===== config.mk =====
export PLATFORM = sky130hd
export DESIGN_NAME = sort_packet_sequencer
export DESIGN_NICKNAME = d
export VERILOG_FILES = /design/src/rtl/sort_packet_sequencer.sv
export SDC_FILE = /design/constraint.sdc
export NUM_CORES = 1
export LEC_CHECK = 0
export ABC_AREA = 1
export CAP_MARGIN = 25
export CORE_ASPECT_RATIO = 1.2
export CORE_MARGIN = 5
export CORE_UTILIZATION = 53
export DETAILED_ROUTE_END_ITERATION = 12
export PLACE_DENSITY = 0.8
export SYNTH_ARGS = -nofsm -noshare
export SYNTH_HDL_FRONTEND = slang
export SYNTH_SLANG_ARGS = --single-unit

===== constraint.sdc =====
create_clock -name snk_clock -period 1.9 [get_ports snk_clock]
set_clock_uncertainty 0.2 [all_clocks]
set_input_delay 0.19 -clock snk_clock [delete_from_list [all_inputs] [get_ports snk_clock]]
set_output_delay 0.19 -clock snk_clock [all_outputs]
set_load 0.03 [all_outputs]

===== src/rtl/sort_packet_sequencer.sv =====
// sort_packet_sequencer
// Control sequencer for the packet sort path. It takes one sop/eop-framed
// packet into an external buffer RAM, launches the sort core, waits for it
// to finish, then drains the buffer to the source interface with sop/eop
// framing under src_ready backpressure. One packet is handled at a time.
//
// Ports:
//   snk_clock, snk_reset          clock, async active-high reset
//   snk_valid/sop/eop, snk_ready  sink handshake (data goes straight to RAM)
//   ram_we, ram_waddr             buffer write port
//   ram_re, ram_raddr             buffer read port (q valid 1 cycle after re)
//   sort_start, sort_len          sort core launch pulse and word count
//   sort_done                     sort core completion (sampled in SORT)
//   src_valid/sop/eop, src_ready  source handshake (data is RAM q)
//   busy                          sequencer not idle
//   err_overflow                  one-cycle pulse: packet longer than DEPTH
module sort_packet_sequencer #(
  parameter int AWIDTH = 4
) (
  input  logic              snk_clock,
  input  logic              snk_reset,
  input  logic              snk_valid,
  input  logic              snk_sop,
  input  logic              snk_eop,
  output logic              snk_ready,
  output logic              ram_we,
  output logic [AWIDTH-1:0] ram_waddr,
  output logic              ram_re,
  output logic [AWIDTH-1:0] ram_raddr,
  output logic              sort_start,
  output logic [AWIDTH:0]   sort_len,
  input  logic              sort_done,
  output logic              src_valid,
  output logic              src_sop,
  output logic              src_eop,
  input  logic              src_ready,
  output logic              busy,
  output logic              err_overflow
);

  localparam logic [AWIDTH-1:0] PTR_LAST = {AWIDTH{1'b1}};
  localparam logic [AWIDTH:0]   LEN_MAX  = {1'b1, {AWIDTH{1'b0}}};

  typedef enum logic [2:0] {
    IDLE  = 3'd0,
    FILL  = 3'd1,
    DROP  = 3'd2,
    SORT  = 3'd3,
    DRAIN = 3'd4
  } state_t;

  state_t            state_q, state_d;
  logic [AWIDTH-1:0] wr_ptr_q, wr_ptr_d;
  logic [AWIDTH:0]   rd_ptr_q, rd_ptr_d;
  logic [AWIDTH:0]   sort_len_q, sort_len_d;
  logic              sort_start_q, sort_start_d;
  logic              err_overflow_q, err_overflow_d;
  logic              src_valid_q, src_valid_d;
  logic              src_sop_q, src_sop_d;
  logic              src_eop_q, src_eop_d;
  logic              snk_ready_s;
  logic              take_s;
  logic              ram_we_s;
  logic              ram_re_s;

  // Next-state, pointer and source-framing logic.
  always_comb begin
    state_d        = state_q;
    wr_ptr_d       = wr_ptr_q;
    rd_ptr_d       = rd_ptr_q;
    sort_len_d     = sort_len_q;
    sort_start_d   = 1'b0;
    err_overflow_d = 1'b0;
    src_valid_d    = 1'b0;
    src_sop_d      = 1'b0;
    src_eop_d      = 1'b0;
    ram_we_s       = 1'b0;
    ram_re_s       = 1'b0;
    snk_ready_s    = 1'b0;

    case (state_q)
      IDLE, FILL, DROP: snk_ready_s = 1'b1;
      default:          snk_ready_s = 1'b0;
    endcase
    take_s = snk_valid && snk_ready_s;

    case (state_q)
      IDLE: begin
        // Beats without sop are swallowed here so stray data never reaches RAM.
        if (take_s && snk_sop) begin
          ram_we_s = 1'b1;
          wr_ptr_d = {{(AWIDTH-1){1'b0}}, 1'b1};
          if (snk_eop) begin
            sort_len_d   = {{AWIDTH{1'b0}}, 1'b1};
            sort_start_d = 1'b1;
            state_d      = SORT;
          end else begin
            state_d = FILL;
          end
        end
      end
      FILL: begin
        if (take_s) begin
          ram_we_s = 1'b1;
          if (snk_eop) begin
            sort_len_d   = {1'b0, wr_ptr_q} + {{AWIDTH{1'b0}}, 1'b1};
            sort_start_d = 1'b1;
            state_d      = SORT;
          end else if (wr_ptr_q == PTR_LAST) begin
            // Buffer full and packet continues: keep what fits, discard the tail.
            sort_len_d     = LEN_MAX;
            err_overflow_d = 1'b1;
            state_d        = DROP;
          end else begin
            wr_ptr_d = wr_ptr_q + {{(AWIDTH-1){1'b0}}, 1'b1};
          end
        end
      end
      DROP: begin
        if (take_s && snk_eop) begin
          sort_start_d = 1'b1;
          state_d      = SORT;
        end
      end
      SORT: begin
        // sort_start_q marks the first SORT cycle, where sort_done is ignored.
        if (!sort_start_q && sort_done) begin
          rd_ptr_d = {(AWIDTH+1){1'b0}};
          state_d  = DRAIN;
        end
      end
      DRAIN: begin
        ram_re_s = (rd_ptr_q < sort_len_q) && (!src_valid_q || src_ready);
        if (ram_re_s) begin
          rd_ptr_d    = rd_ptr_q + {{AWIDTH{1'b0}}, 1'b1};
          src_valid_d = 1'b1;
          src_sop_d   = (rd_ptr_q == {(AWIDTH+1){1'b0}});
          src_eop_d   = (rd_ptr_q == (sort_len_q - {{AWIDTH{1'b0}}, 1'b1}));
        end else if (src_valid_q && !src_ready) begin
          src_valid_d = 1'b1;
          src_sop_d   = src_sop_q;
          src_eop_d   = src_eop_q;
        end else begin
          src_valid_d = 1'b0;
        end
        if (src_valid_q && src_ready && src_eop_q) begin
          src_valid_d = 1'b0;
          src_sop_d   = 1'b0;
          src_eop_d   = 1'b0;
          wr_ptr_d    = {AWIDTH{1'b0}};
          state_d     = IDLE;
        end
      end
      default: state_d = IDLE;
    endcase
  end

  // State and datapath registers.
  always_ff @(posedge snk_clock or posedge snk_reset) begin
    if (snk_reset) begin
      state_q        <= IDLE;
      wr_ptr_q       <= {AWIDTH{1'b0}};
      rd_ptr_q       <= {(AWIDTH+1){1'b0}};
      sort_len_q     <= {(AWIDTH+1){1'b0}};
      sort_start_q   <= 1'b0;
      err_overflow_q <= 1'b0;
      src_valid_q    <= 1'b0;
      src_sop_q      <= 1'b0;
      src_eop_q      <= 1'b0;
    end else begin
      state_q        <= state_d;
      wr_ptr_q       <= wr_ptr_d;
      rd_ptr_q       <= rd_ptr_d;
      sort_len_q     <= sort_len_d;
      sort_start_q   <= sort_start_d;
      err_overflow_q <= err_overflow_d;
      src_valid_q    <= src_valid_d;
      src_sop_q      <= src_sop_d;
      src_eop_q      <= src_eop_d;
    end
  end

  // RAM strobes are combinational because write data rides the sink bus in
  // the same cycle; the write is gated during reset since IDLE accepts sop.
  assign snk_ready    = snk_ready_s;
  assign ram_we       = ram_we_s && !snk_reset;
  assign ram_waddr    = wr_ptr_q;
  assign ram_re       = ram_re_s;
  assign ram_raddr    = rd_ptr_q[AWIDTH-1:0];
  assign sort_start   = sort_start_q;
  assign sort_len     = sort_len_q;
  assign src_valid    = src_valid_q;
  assign src_sop      = src_sop_q;
  assign src_eop      = src_eop_q;
  assign busy         = (state_q != IDLE);
  assign err_overflow = err_overflow_q;

endmodule


# Word level (Yosys, flattened, before mapping)
# Index checks and enable logic that the tools add are counted.
[op_classes]
n_reduce_logical = 25
eq_ne = 17
order_cmp = 1
addsub = 4
muxes = 49
[ops]
columns = ["operator", "n"]
rows = [
  ["5-bit two-way mux", 7],
  ["1-bit two-way mux", 23],
  ["3-bit two-way mux", 7],
  ["4-bit two-way mux", 5],
  ["5-bit one-hot mux with 2 select lines", 2],
  ["2-bit != test (second input constant)", 9],
  ["3-bit one-hot mux with 5 select lines", 1],
  ["4-bit one-hot mux with 3 select lines", 1],
  ["6-bit AND reduction", 2],
  ["1-bit logical AND", 9],
  ["3-bit by 2-bit equality test with 1-bit output (second input constant)", 2],
  ["3-bit nonzero test", 2],
  ["4-bit by 1-bit adder with 5-bit output (second input constant)", 1],
  ["5-bit by 1-bit adder with 5-bit output (second input constant)", 1],
  ["5-bit equality test", 1],
  ["5-bit zero test", 1],
  ["5-bit < comparator", 1],
  ["5-bit AND reduction", 1],
  ["5-bit by 1-bit subtractor with 5-bit output (second input constant)", 1],
  ["4-bit by 1-bit adder with 4-bit output (second input constant)", 1],
  ["4-bit equality test (second input constant)", 1],
  ["1-bit zero test", 4],
  ["4-bit != test (second input constant)", 1],
  ["2-bit nonzero test", 2],
  ["other kinds (10)", 10],
]
[totals]
inputBits = 7
output_inout_bits = 22
ff_bits = 22
elab_cells = 105

# Longest topological paths before layout
# Gate-level depths: netlist of the first run.
[depth]
depth_word = 8
mapped_depth = 11
mapped_depth_nobuf = 11

# Worst setup path after synthesis of the first run
# No wires, ideal clock.
[synth_path]
kind = "reg-to-output"
from = "register sort_len_q[4], in the netlist sort_len[4]"
to = "output port ram_re"
path_buffers = 0
required_ns = 1.510
path_stages_with_launch = 8
t_arrival_ns = 1.554
slack_ns = -0.044
cell_sequence = "dfrtp_1 -> inv_1 -> ha_1 -> nand2_1 -> nand2_1 -> nor2_1 -> nand3_2 -> inv_1"
[synth_between]
elab_chain_cells = 3
[synth_rtl]
columns = ["element", "line_no", "source"]
rows = [
  ["from (decl)", "55", "logic [AWIDTH:0] sort_len_q, sort_len_d;"],
  ["from (signal assigned)", "164", "sort_len_q <= {(AWIDTH+1){1'b0}};"],
  ["from (signal assigned)", "174", "sort_len_q <= sort_len_d;"],
  ["5-bit < comparator", "133", "ram_re_s = (rd_ptr_q < sort_len_q) && (!src_valid_q || src_ready);"],
  ["1-bit logical AND", "133", ""],
  ["1-bit two-way mux", "87", "case (state_q)"],
  ["to (decl)", "28", "output logic ram_re,"],
]
# No other way between the ends.

# Final worst setup path of the first run
[layout_path]
from = "register rd_ptr_q[2]"
to = "output port ram_re"
[layout_between]
elab_chain_cells = 3
[layout_rtl]
columns = ["element", "line_no", "source"]
rows = [
  ["from (decl)", "54", "logic [AWIDTH:0] rd_ptr_q, rd_ptr_d;"],
  ["from (signal assigned)", "163", "rd_ptr_q <= {(AWIDTH+1){1'b0}};"],
  ["from (signal assigned)", "173", "rd_ptr_q <= rd_ptr_d;"],
  ["5-bit < comparator", "133", ""],
  ["1-bit logical AND", "133", ""],
  ["1-bit two-way mux", "87", ""],
]
# No other way between the ends.

==> impl_metrics.env, run 1 <==
export IMPL_outcome="finished with violations"
export IMPL_violations="setup timing"
export IMPL_core_area_um2=3060
export IMPL_h_tree_depth=1
export IMPL_layout_cells_non_filler=326
export IMPL_max_freq_mhz=516
export IMPL_yosys_area_top_type="dfrtp_1"
export IMPL_timing_max_cap_violations=0
export IMPL_syn_area_um2=1680
export IMPL_ys_async_sr_fraction_pct=100
export IMPL_synthAdderAreaFrac_pct=6.69
export IMPL_p_leak_nw=1.31
export IMPL_synth_mux_area_share_pct=0
export IMPL_postRouteAntennaNets=0
export IMPL_r2r_cells=10
export IMPL_avgSynthCellArea_um2=6.82
export IMPL_cp_start_kind="flop"
export IMPL_r2r_start="rd_ptr_q[2]"
export IMPL_netlist_top_cells_count="nand2_1 (83), inv_1 (37), nand3_1 (27)"
export IMPL_port_buffers=28
export IMPL_num_antenna_cells=0
export IMPL_finalSetupViolations=1
export IMPL_pin_count=29
export IMPL_synth_top_family_by_area="simple AND/OR/NAND/NOR gates"
export IMPL_drive_gt1_share_pct=21.0
export IMPL_synth_xor_area_share_pct=2.08
export IMPL_nets=307
export IMPL_synth_compound_area_share_pct=3.34
export IMPL_rsz0062_at_grt="true"
export IMPL_fp_dieH_um=71.8
export IMPL_clk_insertion_delay_late_ns=0.30
export IMPL_dp_cells=317
export IMPL_cp_slowest_cell="dfrtp_2"
export IMPL_wl_per_cell_um=12.2
export IMPL_yosysWarnings=0
export IMPL_dp_hpwl_um=3040
export IMPL_synthCells=247
export IMPL_fin_total_pwr_mw=2.82
export IMPL_grt_pass1_wl_um=6580
export IMPL_critPathMaxFanout=5
export IMPL_num_rows=22
export IMPL_path_cells="ha_1, inv_1, nor2_1, nand2_1, nand3_2, inv_2, buf_6"
export IMPL_grt_pass1_vias=1568
export IMPL_grt_max_degree=23
export IMPL_irDropWorstVdd_uv=1320
export IMPL_vias=1699
export IMPL_fin_ws_ns=-0.0380
export IMPL_start_util_pct=55.1
export IMPL_numClockSinks=22
export IMPL_timing_rr_end="rd_ptr_q[1]"
export IMPL_grt_use_total_pct=19.4
export IMPL_drt_iter0_markers=58
export IMPL_crit_type="flop to output pin"
export IMPL_die_area_um2=4410
export IMPL_ys_seq_elements=22
export IMPL_max_slew_margin_rel_pct=78.1
export IMPL_drc=0
export IMPL_synthSimpleGateAreaFrac_pct=42.9
export IMPL_area_delta_synth_final_pct=29.0
export IMPL_path_clk_slew_ns=0.11
export IMPL_grt_overflow=0
export IMPL_end_kind="output pin"
export IMPL_root_buffer="clkbuf_4"
export IMPL_routed_wl_um=3970
export IMPL_worstPathRequired_ns=1.51
export IMPL_cts_buffer_depth=2
export IMPL_tightestPinTransition_ns=0.329
export IMPL_finalHoldViolCount=0
export IMPL_firstDrtPassIters=5
export IMPL_synth_edf_count=0
export IMPL_cts_buffers=3
export IMPL_fillers=245
export IMPL_yosysMostFrequentCell="nand2_1"
export IMPL_gp_congestion=0.887
export IMPL_synth_nets=263
export IMPL_cts_tree="yes"
export IMPL_power_density_nw_per_um2=1300
export IMPL_synth_area_leaders="dfrtp_1 (33%), nand2_1 (18%), inv_1 (8.2%)"
export IMPL_reg2reg_slack_ns=0.11
export IMPL_hold_class="input port to async pin"
export IMPL_crit_arrival_ns=1.55
export IMPL_fin_crit_ns=1.94
export IMPL_fp_dieW_um=61.5
export IMPL_fin_tns_setup_ns=-0.0380
export IMPL_drv_slew=0
export IMPL_final_core_util_pct=71.1
export IMPL_slowest_delay_ns=0.47
export IMPL_post_route_period_util_pct=102
export IMPL_yosysTopAreaCellShare_pct=32.7
export IMPL_viasPerCell=5.21
export IMPL_antenna_found_initial=0
export IMPL_ys_types=29
export IMPL_synth_ff_type="dfrtp_1"
export IMPL_place_ws_ns=0.0744
export IMPL_yosysSeqAreaShare_pct=32.7
worst max-delay path, delay by kind of cell (launching register included):
| kind | cells | cell delay (ns) |
|---|---|---|
| adders and majority gates | 1 | 0.29 |
| DFF | 1 | 0.47 |
| buffers and inverters | 3 | 0.20 |
| and+or+nand+nor | 3 | 0.28 |
cells in the final DEF, fill, tap and decap left out, types with 4 or more instances in the layout:
master            n
buf_4            20
clkdlybuf4s50_1  14
dfrtp_1          18
dfrtp_2           4
dlymetal6s2s_1    8
ha_1              7
inv_1            32
inv_2             6
nand2_1          80
nand2_2           9
nand3_1          27
nand4_1           4
nor2_1           17
nor2_2            6
o21ai_0           5
worst max-delay path by stage:
stage,start,end,slack [ns]
floorplan,sort_len[3],ram_re,0.008
global placement,sort_len[3],rd_ptr_q[4],0.12
detailed placement,sort_len[3],rd_ptr_q[1],0.07
CTS,rd_ptr_q[3],ram_re,-0.14
global route,rd_ptr_q[4],ram_re,-0.12
finish,rd_ptr_q[2],ram_re,-0.04
flip-flops by register name, indices dropped and copies added (netlist names):
name	flops
err_overflow	1
ram_waddr	4
rd_ptr_q	5
sort_len	5
sort_start	1
src_eop	1
src_sop	1
src_valid	1
state_q	3
layout make-up:
| cell class | instances | area, µm² | share of cell area [%] |
|---|---|---|---|
| Tap cell | 36 | 45.0 | 2.07 |
| Multi-Input combinational cell | 179 | 968 | 44.6 |
| Sequential cell | 22 | 556 | 25.6 |
| Timing Repair Buffer | 46 | 429 | 19.8 |
| Clock buffer | 4 | 26.3 | 1.21 |
| Inverter | 39 | 148 | 6.80 |
layer usage:
metal,GRT usage [%],part of all wire (%)
met5,0,0
met4,7.78,1.5
met3,2.88,3.4
met2,33.2,53
met1,23.7,42
power by group:
group	internal (mW)	total [mW]	leakage (nW)	switching, mW
clock network	0.0820	0.217	0.0150	0.135
registers	0.583	0.705	0.290	0.122
logic	0.706	1.90	1.01	1.19
total	1.37	2.82	1.31	1.45
metrics by stage:
step           hold slack, ns  instance area [µm²]
2_1_floorplan         -0.0208                 1690
3_3_place_gp            0.276                 2040
3_5_place_dp            0.291                 2040
4_1_cts                0.0420                 2080
5_1_grt                0.0939                 2170
6_report               0.0396                 2170
cells by family (layout without fill, tap and decap cells):
kind of cell	after synthesis	count (layout)
fa+ha+maj	9	9
flops	22	22
simple gates	156	156
xor+xnor	4	4
compound gates	10	10
buf+inv	46	89
what timing repair did:
| item | CTS | global route |
|---|---|---|
| setup buffers | 2 | 3 |
| gates resized for setup | 6 | 23 |
| endpoints found under the setup margin | 4 | 16 |
| pin swaps | 2 | 5 |
| hold buffers | 0 | 0 |
Note: power is estimated with default switching activity, not from simulation.
==> inputs of run 2 (changes only) <==
Settings changed: CORE_MARGIN 5 to default, CORE_UTILIZATION 53 to 52, PLACE_DENSITY 0.8 to 0.79.
==> run 2 against run 1 <==
Net effect:
- the run still ends with setup timing left
- combinational power rose by 3%
- hold slack lost 0.0052 ns
- sequential power up 0.6%
- cell area grew 2.9%
- sequential share of layout area shrank 0.62 points
- non-clock buffer count rose by 7
- die area fell by 21%
- power grew 2.2%
- utilization increased by 1.4 points
- routed wire length rose by 4.4%
- clock power up 3%
- clock-buffer cell count unchanged
- largest cell class unchanged
- largest power group unchanged
==> impl_metrics.env, run 2 (synthesis gave the netlist of run 1 again) <==
export IMPL_pin_count=29
export IMPL_root_buffer="clkbuf_4"
export IMPL_path_buf_inv=3
export IMPL_regArea_um2=558
export IMPL_end_kind="output pin"
export IMPL_fp_dieH_um=64.3
export IMPL_timing_max_cap_violations=0
export IMPL_p_leak_nw=1.27
export IMPL_grt_max_degree=23
export IMPL_rsz0062_at_grt="true"
export IMPL_grt_overflow=0
export IMPL_critPathTopFamily="flip-flops"
export IMPL_viasPerCell=5.17
export IMPL_clk_insertion_delay_late_ns=0.31
export IMPL_max_slew_margin_rel_pct=77.8
export IMPL_max_freq_mhz=511
export IMPL_finalSetupViolations=1
export IMPL_routed_wl_um=4140
export IMPL_dp_cells=317
export IMPL_cts_buffers=3
export IMPL_fin_tns_setup_ns=-0.0580
export IMPL_r2r_cells=10
export IMPL_grt_pass1_vias=1514
export IMPL_fin_total_pwr_mw=2.88
export IMPL_use_met1_pct=32.0
export IMPL_met3_usage_pct=2.86
export IMPL_outcome="finished with violations"
export IMPL_irDropWorstVdd_uv=1220
export IMPL_violations="setup timing"
export IMPL_fp_dieW_um=54.0
export IMPL_postRouteAntennaNets=0
export IMPL_core_area_um2=3080
export IMPL_gp_congestion=0.826
export IMPL_drc=0
export IMPL_post_route_period_util_pct=103
export IMPL_use_met2_pct=42.0
export IMPL_cp_start_kind="flop"
export IMPL_power_density_nw_per_um2=1290
export IMPL_die_area_um2=3470
export IMPL_numClockSinks=22
export IMPL_wl_per_cell_um=12.4
export IMPL_area_delta_synth_final_pct=32.8
export IMPL_reg2reg_slack_ns=0.08
export IMPL_finalHoldViolCount=0
export IMPL_slowest_delay_ns=0.47
export IMPL_final_core_util_pct=72.5
export IMPL_place_ws_ns=0.0913
export IMPL_h_tree_depth=1
export IMPL_nets=314
export IMPL_drive_gt1_share_pct=23.9
export IMPL_critPathMaxFanout=5
export IMPL_worst_path_stages=7
export IMPL_layout_cells_non_filler=333
export IMPL_grt_use_total_pct=25.3
export IMPL_top_usage_layer="met2"
export IMPL_fillers=263
export IMPL_worstPathRequired_ns=1.51
export IMPL_r2r_start="sort_len[1]"
export IMPL_drv_slew=0
export IMPL_tightestPinTransition_ns=0.333
export IMPL_antenna_found_initial=0
export IMPL_firstDrtPassIters=4
export IMPL_start_util_pct=54.6
export IMPL_num_antenna_cells=0
export IMPL_hold_class="input port to async pin"
export IMPL_mostFrequentLayoutCells="nand2_1 (79), inv_1 (34), nand3_1 (27), buf_4 (27), clkdlybuf4s50_1 (18)"
export IMPL_cts_tree="yes"
export IMPL_crit_type="flop to output pin"
export IMPL_vias=1720
export IMPL_multi_input_area_um2=986
export IMPL_cp_slowest_cell="dfrtp_2"
export IMPL_layout_commonest_cell="nand2_1"
export IMPL_path_cells="ha_1, inv_1, nor2_2, nand2_2, nand3_2, inv_2, buf_6"
export IMPL_cts_buffer_depth=2
export IMPL_grt_pass1_wl_um=6440
export IMPL_port_buffers=28
export IMPL_crit_arrival_ns=1.57
export IMPL_dp_hpwl_um=2970
export IMPL_num_rows=22
export IMPL_fin_ws_ns=-0.0580
export IMPL_fin_crit_ns=1.96
export IMPL_path_clk_slew_ns=0.12
export IMPL_timing_rr_end="src_sop"
export IMPL_drt_iter0_markers=40
run 2: changes by cell type in the layout (fill, tap and decap cells not counted), moves of 2 or more:
cell and delta:
clkdlybuf4s50_1 +4, inv_1 +2, nor2_2 +2, dlymetal6s2s_1 -4, inv_2 -3, dfrtp_2 +2, buf_4 +7, dfrtp_1 -2
run 2: repair_timing:
| item | CTS | global route |
|---|---|---|
| buffers inserted | 3 | 9 |
| gates resized for setup | 4 | 24 |
| hold endpoints to repair | 0 | 0 |
| endpoints found under the setup margin | 5 | 16 |
| pin swaps | 2 | 7 |
| hold buffers | 0 | 0 |
run 2: power breakdown:
group	switching, mW	internal [mW]	total [mW]
clock	0.141	0.0819	0.223
combinational	1.22	0.731	1.95
sequential	0.123	0.586	0.709
run 2: layer usage:
metal  share of wire (%)  routed length, µm
met5                   0                  0
met4                 3.3                138
met3                 3.5                147
met2                  52               2150
met1                  41               1700
run 2: metrics by stage:
stage / hold slack (ns) / area (µm²)
after CTS: 0.0433 / 2090
after global placement: 0.274 / 2040
final: 0.0344 / 2240
after detailed placement: 0.283 / 2040
after floorplan: -0.0208 / 1690
after global routing: 0.0393 / 2240
run 2: layout make-up:
cell class	instances	share of cell area, %
repair buffers	53	21.0
multi-input cells	179	44.1
well taps	36	2.01
clock buffers	4	1.18
flip-flops and latches	22	25.0
inverters	39	6.72
run 2: worst register-to-register path, cell delays in order (launching register included):
cell and delay (ns):
dfrtp_1 0.40, inv_1 0.15, ha_4 0.22, nand2_1 0.06, nand2_1 0.07, nand2_2 0.09
nand3_2 0.10, buf_4 0.16, nor2_1 0.18, nand2_1 0.08, nand2_1 0.06
run 2: worst max path at each step:
stage,to,from
6_report,ram_re,rd_ptr_q[2]
5_1_grt,ram_re,sort_len[3]
4_1_cts,ram_re,sort_len[4]
3_5_place_dp,ram_waddr[0],src_ready
3_3_place_gp,rd_ptr_q[4],sort_len[3]
2_1_floorplan,ram_re,sort_len[3]
==> inputs of run 3 (changes only) <==
Settings changed: CELL_PAD_IN_SITES_DETAIL_PLACEMENT from default to 2, CELL_PAD_IN_SITES_GLOBAL_PLACEMENT from default to 2, CORE_UTILIZATION 52 to 29, PLACE_DENSITY 0.79 to default, PLACE_DENSITY_LB_ADDON from default to 0.1.
==> run 3 against run 2 <==
Net effect:
- the flow still finishes with violations (setup timing)
- clock power grew 37%
- routed wire length grew 38%
- first-iteration DRC count grew 25%
- cell area grew 4.0%
- largest cell class unchanged
==> impl_metrics.env, run 3 (synthesis gave the netlist of run 1 again) <==
export IMPL_outcome="finished with violations"
export IMPL_violations="setup timing"
export IMPL_fp_dieW_um=71.6
export IMPL_cts_buffers=3
export IMPL_die_area_um2=6120
export IMPL_h_tree_depth=1
export IMPL_grt_overflow=0
export IMPL_p_leak_nw=1.29
export IMPL_fp_dieH_um=85.5
export IMPL_num_antenna_cells=0
export IMPL_end_kind="output pin"
export IMPL_post_route_period_util_pct=104
export IMPL_layout_commonest_cell="nand2_1"
export IMPL_wl_met3_um=75
export IMPL_finalHoldViolCount=0
export IMPL_wl_met2_um=3310
export IMPL_tightestPinTransition_ns=0.408
export IMPL_crit_type="flop to output pin"
export IMPL_hold_class="input port to async pin"
export IMPL_clk_insertion_delay_late_ns=0.26
export IMPL_nets=318
export IMPL_cts_buffer_depth=2
export IMPL_critPathTopFamily="flip-flops"
export IMPL_area_delta_synth_final_pct=38.1
export IMPL_path_cells="ha_4, nand2_4, nor2_2, nor2_2, nand3_4, inv_2, buf_6"
export IMPL_hold_buffers=0
export IMPL_path_buf_inv=2
export IMPL_port_buffers=28
export IMPL_firstDrtPassIters=3
export IMPL_dp_hpwl_um=4270
export IMPL_fin_crit_ns=1.98
export IMPL_fin_ws_ns=-0.0818
export IMPL_start_util_pct=29.9
export IMPL_critPathMaxFanout=2
export IMPL_mostFrequentLayoutCells="nand2_1 (80), inv_1 (32), buf_4 (29)"
export IMPL_drt_met1_wl_um=2300
export IMPL_drv_slew=0
export IMPL_crit_arrival_ns=1.59
export IMPL_worstPathRequired_ns=1.51
export IMPL_wl_per_cell_um=15.7
export IMPL_fin_total_pwr_mw=3.14
export IMPL_grt_pass1_wl_um=8840
export IMPL_numClockSinks=22
export IMPL_rsz0062_at_grt="true"
export IMPL_drt_iter0_markers=50
export IMPL_vias=1748
export IMPL_finalSetupViolations=2
export IMPL_top_layer="met4"
export IMPL_irDropWorstVdd_uv=600
export IMPL_viasPerCell=4.79
export IMPL_crit_path_frequent_cell="nor2_2"
export IMPL_grt_max_degree=23
export IMPL_drive_gt1_share_pct=24.3
export IMPL_max_freq_mhz=505
export IMPL_gp_congestion=0.765
export IMPL_cp_start_kind="flop"
export IMPL_path_clk_slew_ns=0.08
export IMPL_fillers=709
export IMPL_max_slew_margin_rel_pct=72.7
export IMPL_power_density_nw_per_um2=1350
export IMPL_pin_count=29
export IMPL_postRouteAntennaNets=0
export IMPL_grt_use_total_pct=18.6
export IMPL_timing_max_cap_violations=0
export IMPL_root_buffer="clkbuf_8"
export IMPL_drc=0
export IMPL_grt_pass1_vias=1872
export IMPL_cp_slowest_cell="dfrtp_1"
export IMPL_slowest_delay_ns=0.46
export IMPL_cts_tree="yes"
export IMPL_place_ws_ns=0.0424
export IMPL_core_area_um2=5630
export IMPL_antenna_found_initial=0
export IMPL_num_rows=30
export IMPL_routed_wl_um=5720
-- run 3: cell type report --
cell class                 instances  area, µm²  area share, %
tap                               64       80.1           3.44
multi-input combinational        179        990           42.5
sequential                        22        554           23.8
inverter                          39        150           6.46
timing repair buffer              57        507           21.8
clock buffer                       4       45.0           1.94
-- run 3: per-stage QoR --
step           hold slack [ns]  TNS, ns  cells  instance area (µm²)  util [%]
2_1_floorplan          -0.0208        0    247                 1690         -
3_3_place_gp             0.270        0    349                 2110      37.4
3_5_place_dp             0.297        0    349                 2110      37.4
4_1_cts                  0.120  -0.0947    354                 2160      38.4
5_1_grt                  0.132   -0.674    365                 2330      41.3
6_report                 0.112  -0.0930    365                 2330      41.3
-- run 3: worst register-to-register path: stages, from the launching register on --
cell and delay [ns]:
dfrtp_1 0.46, ha_4 0.29, nand2_4 0.06, nor2_2 0.04, nor2_2 0.19, nand3_4 0.11
buf_4 0.17, nand2_8 0.08, nand2_4 0.07, nand2_1 0.07, nand2_1 0.06
-- run 3: routing by layer --
| metal | up-vias | track usage, % |
|---|---|---|
| met5 | - | 0 |
| met4 | 0 | 3.74 |
| met3 | 2 | 1.78 |
| met2 | 17 | 37.4 |
| met1 | 856 | 20.9 |
| li1 | 873 | - |
-- run 3: path summary, 6_finish.rpt --
path,from,end,slack (ns),cells past startpoint
min in group snk_clock,src_sop,src_sop,0.32,2
setup reg to reg,rd_ptr_q[3],rd_ptr_q[3],-0.01,10
max in group asynchronous,snk_reset,sort_len[4],1.13,3
hold reg to reg,src_sop,src_sop,0.32,2
hold / removal,snk_reset,sort_start,0.11,3
setup / recovery,rd_ptr_q[3],ram_re,-0.08,7
-- run 3: report_power, final --
group | switching (mW) | leakage (nW) | internal (mW)
Clock | 0.155 | 0.0228 | 0.150
Sequential | 0.112 | 0.291 | 0.582
Combinational | 1.33 | 0.979 | 0.807
Total | 1.60 | 1.29 | 1.54
-- run 3: timing repair --
item | in CTS | in global routing
pin swaps | 2 | 8
endpoints found under the setup margin | 4 | 11
setup buffers | 1 | 11
resized for setup | 7 | 21
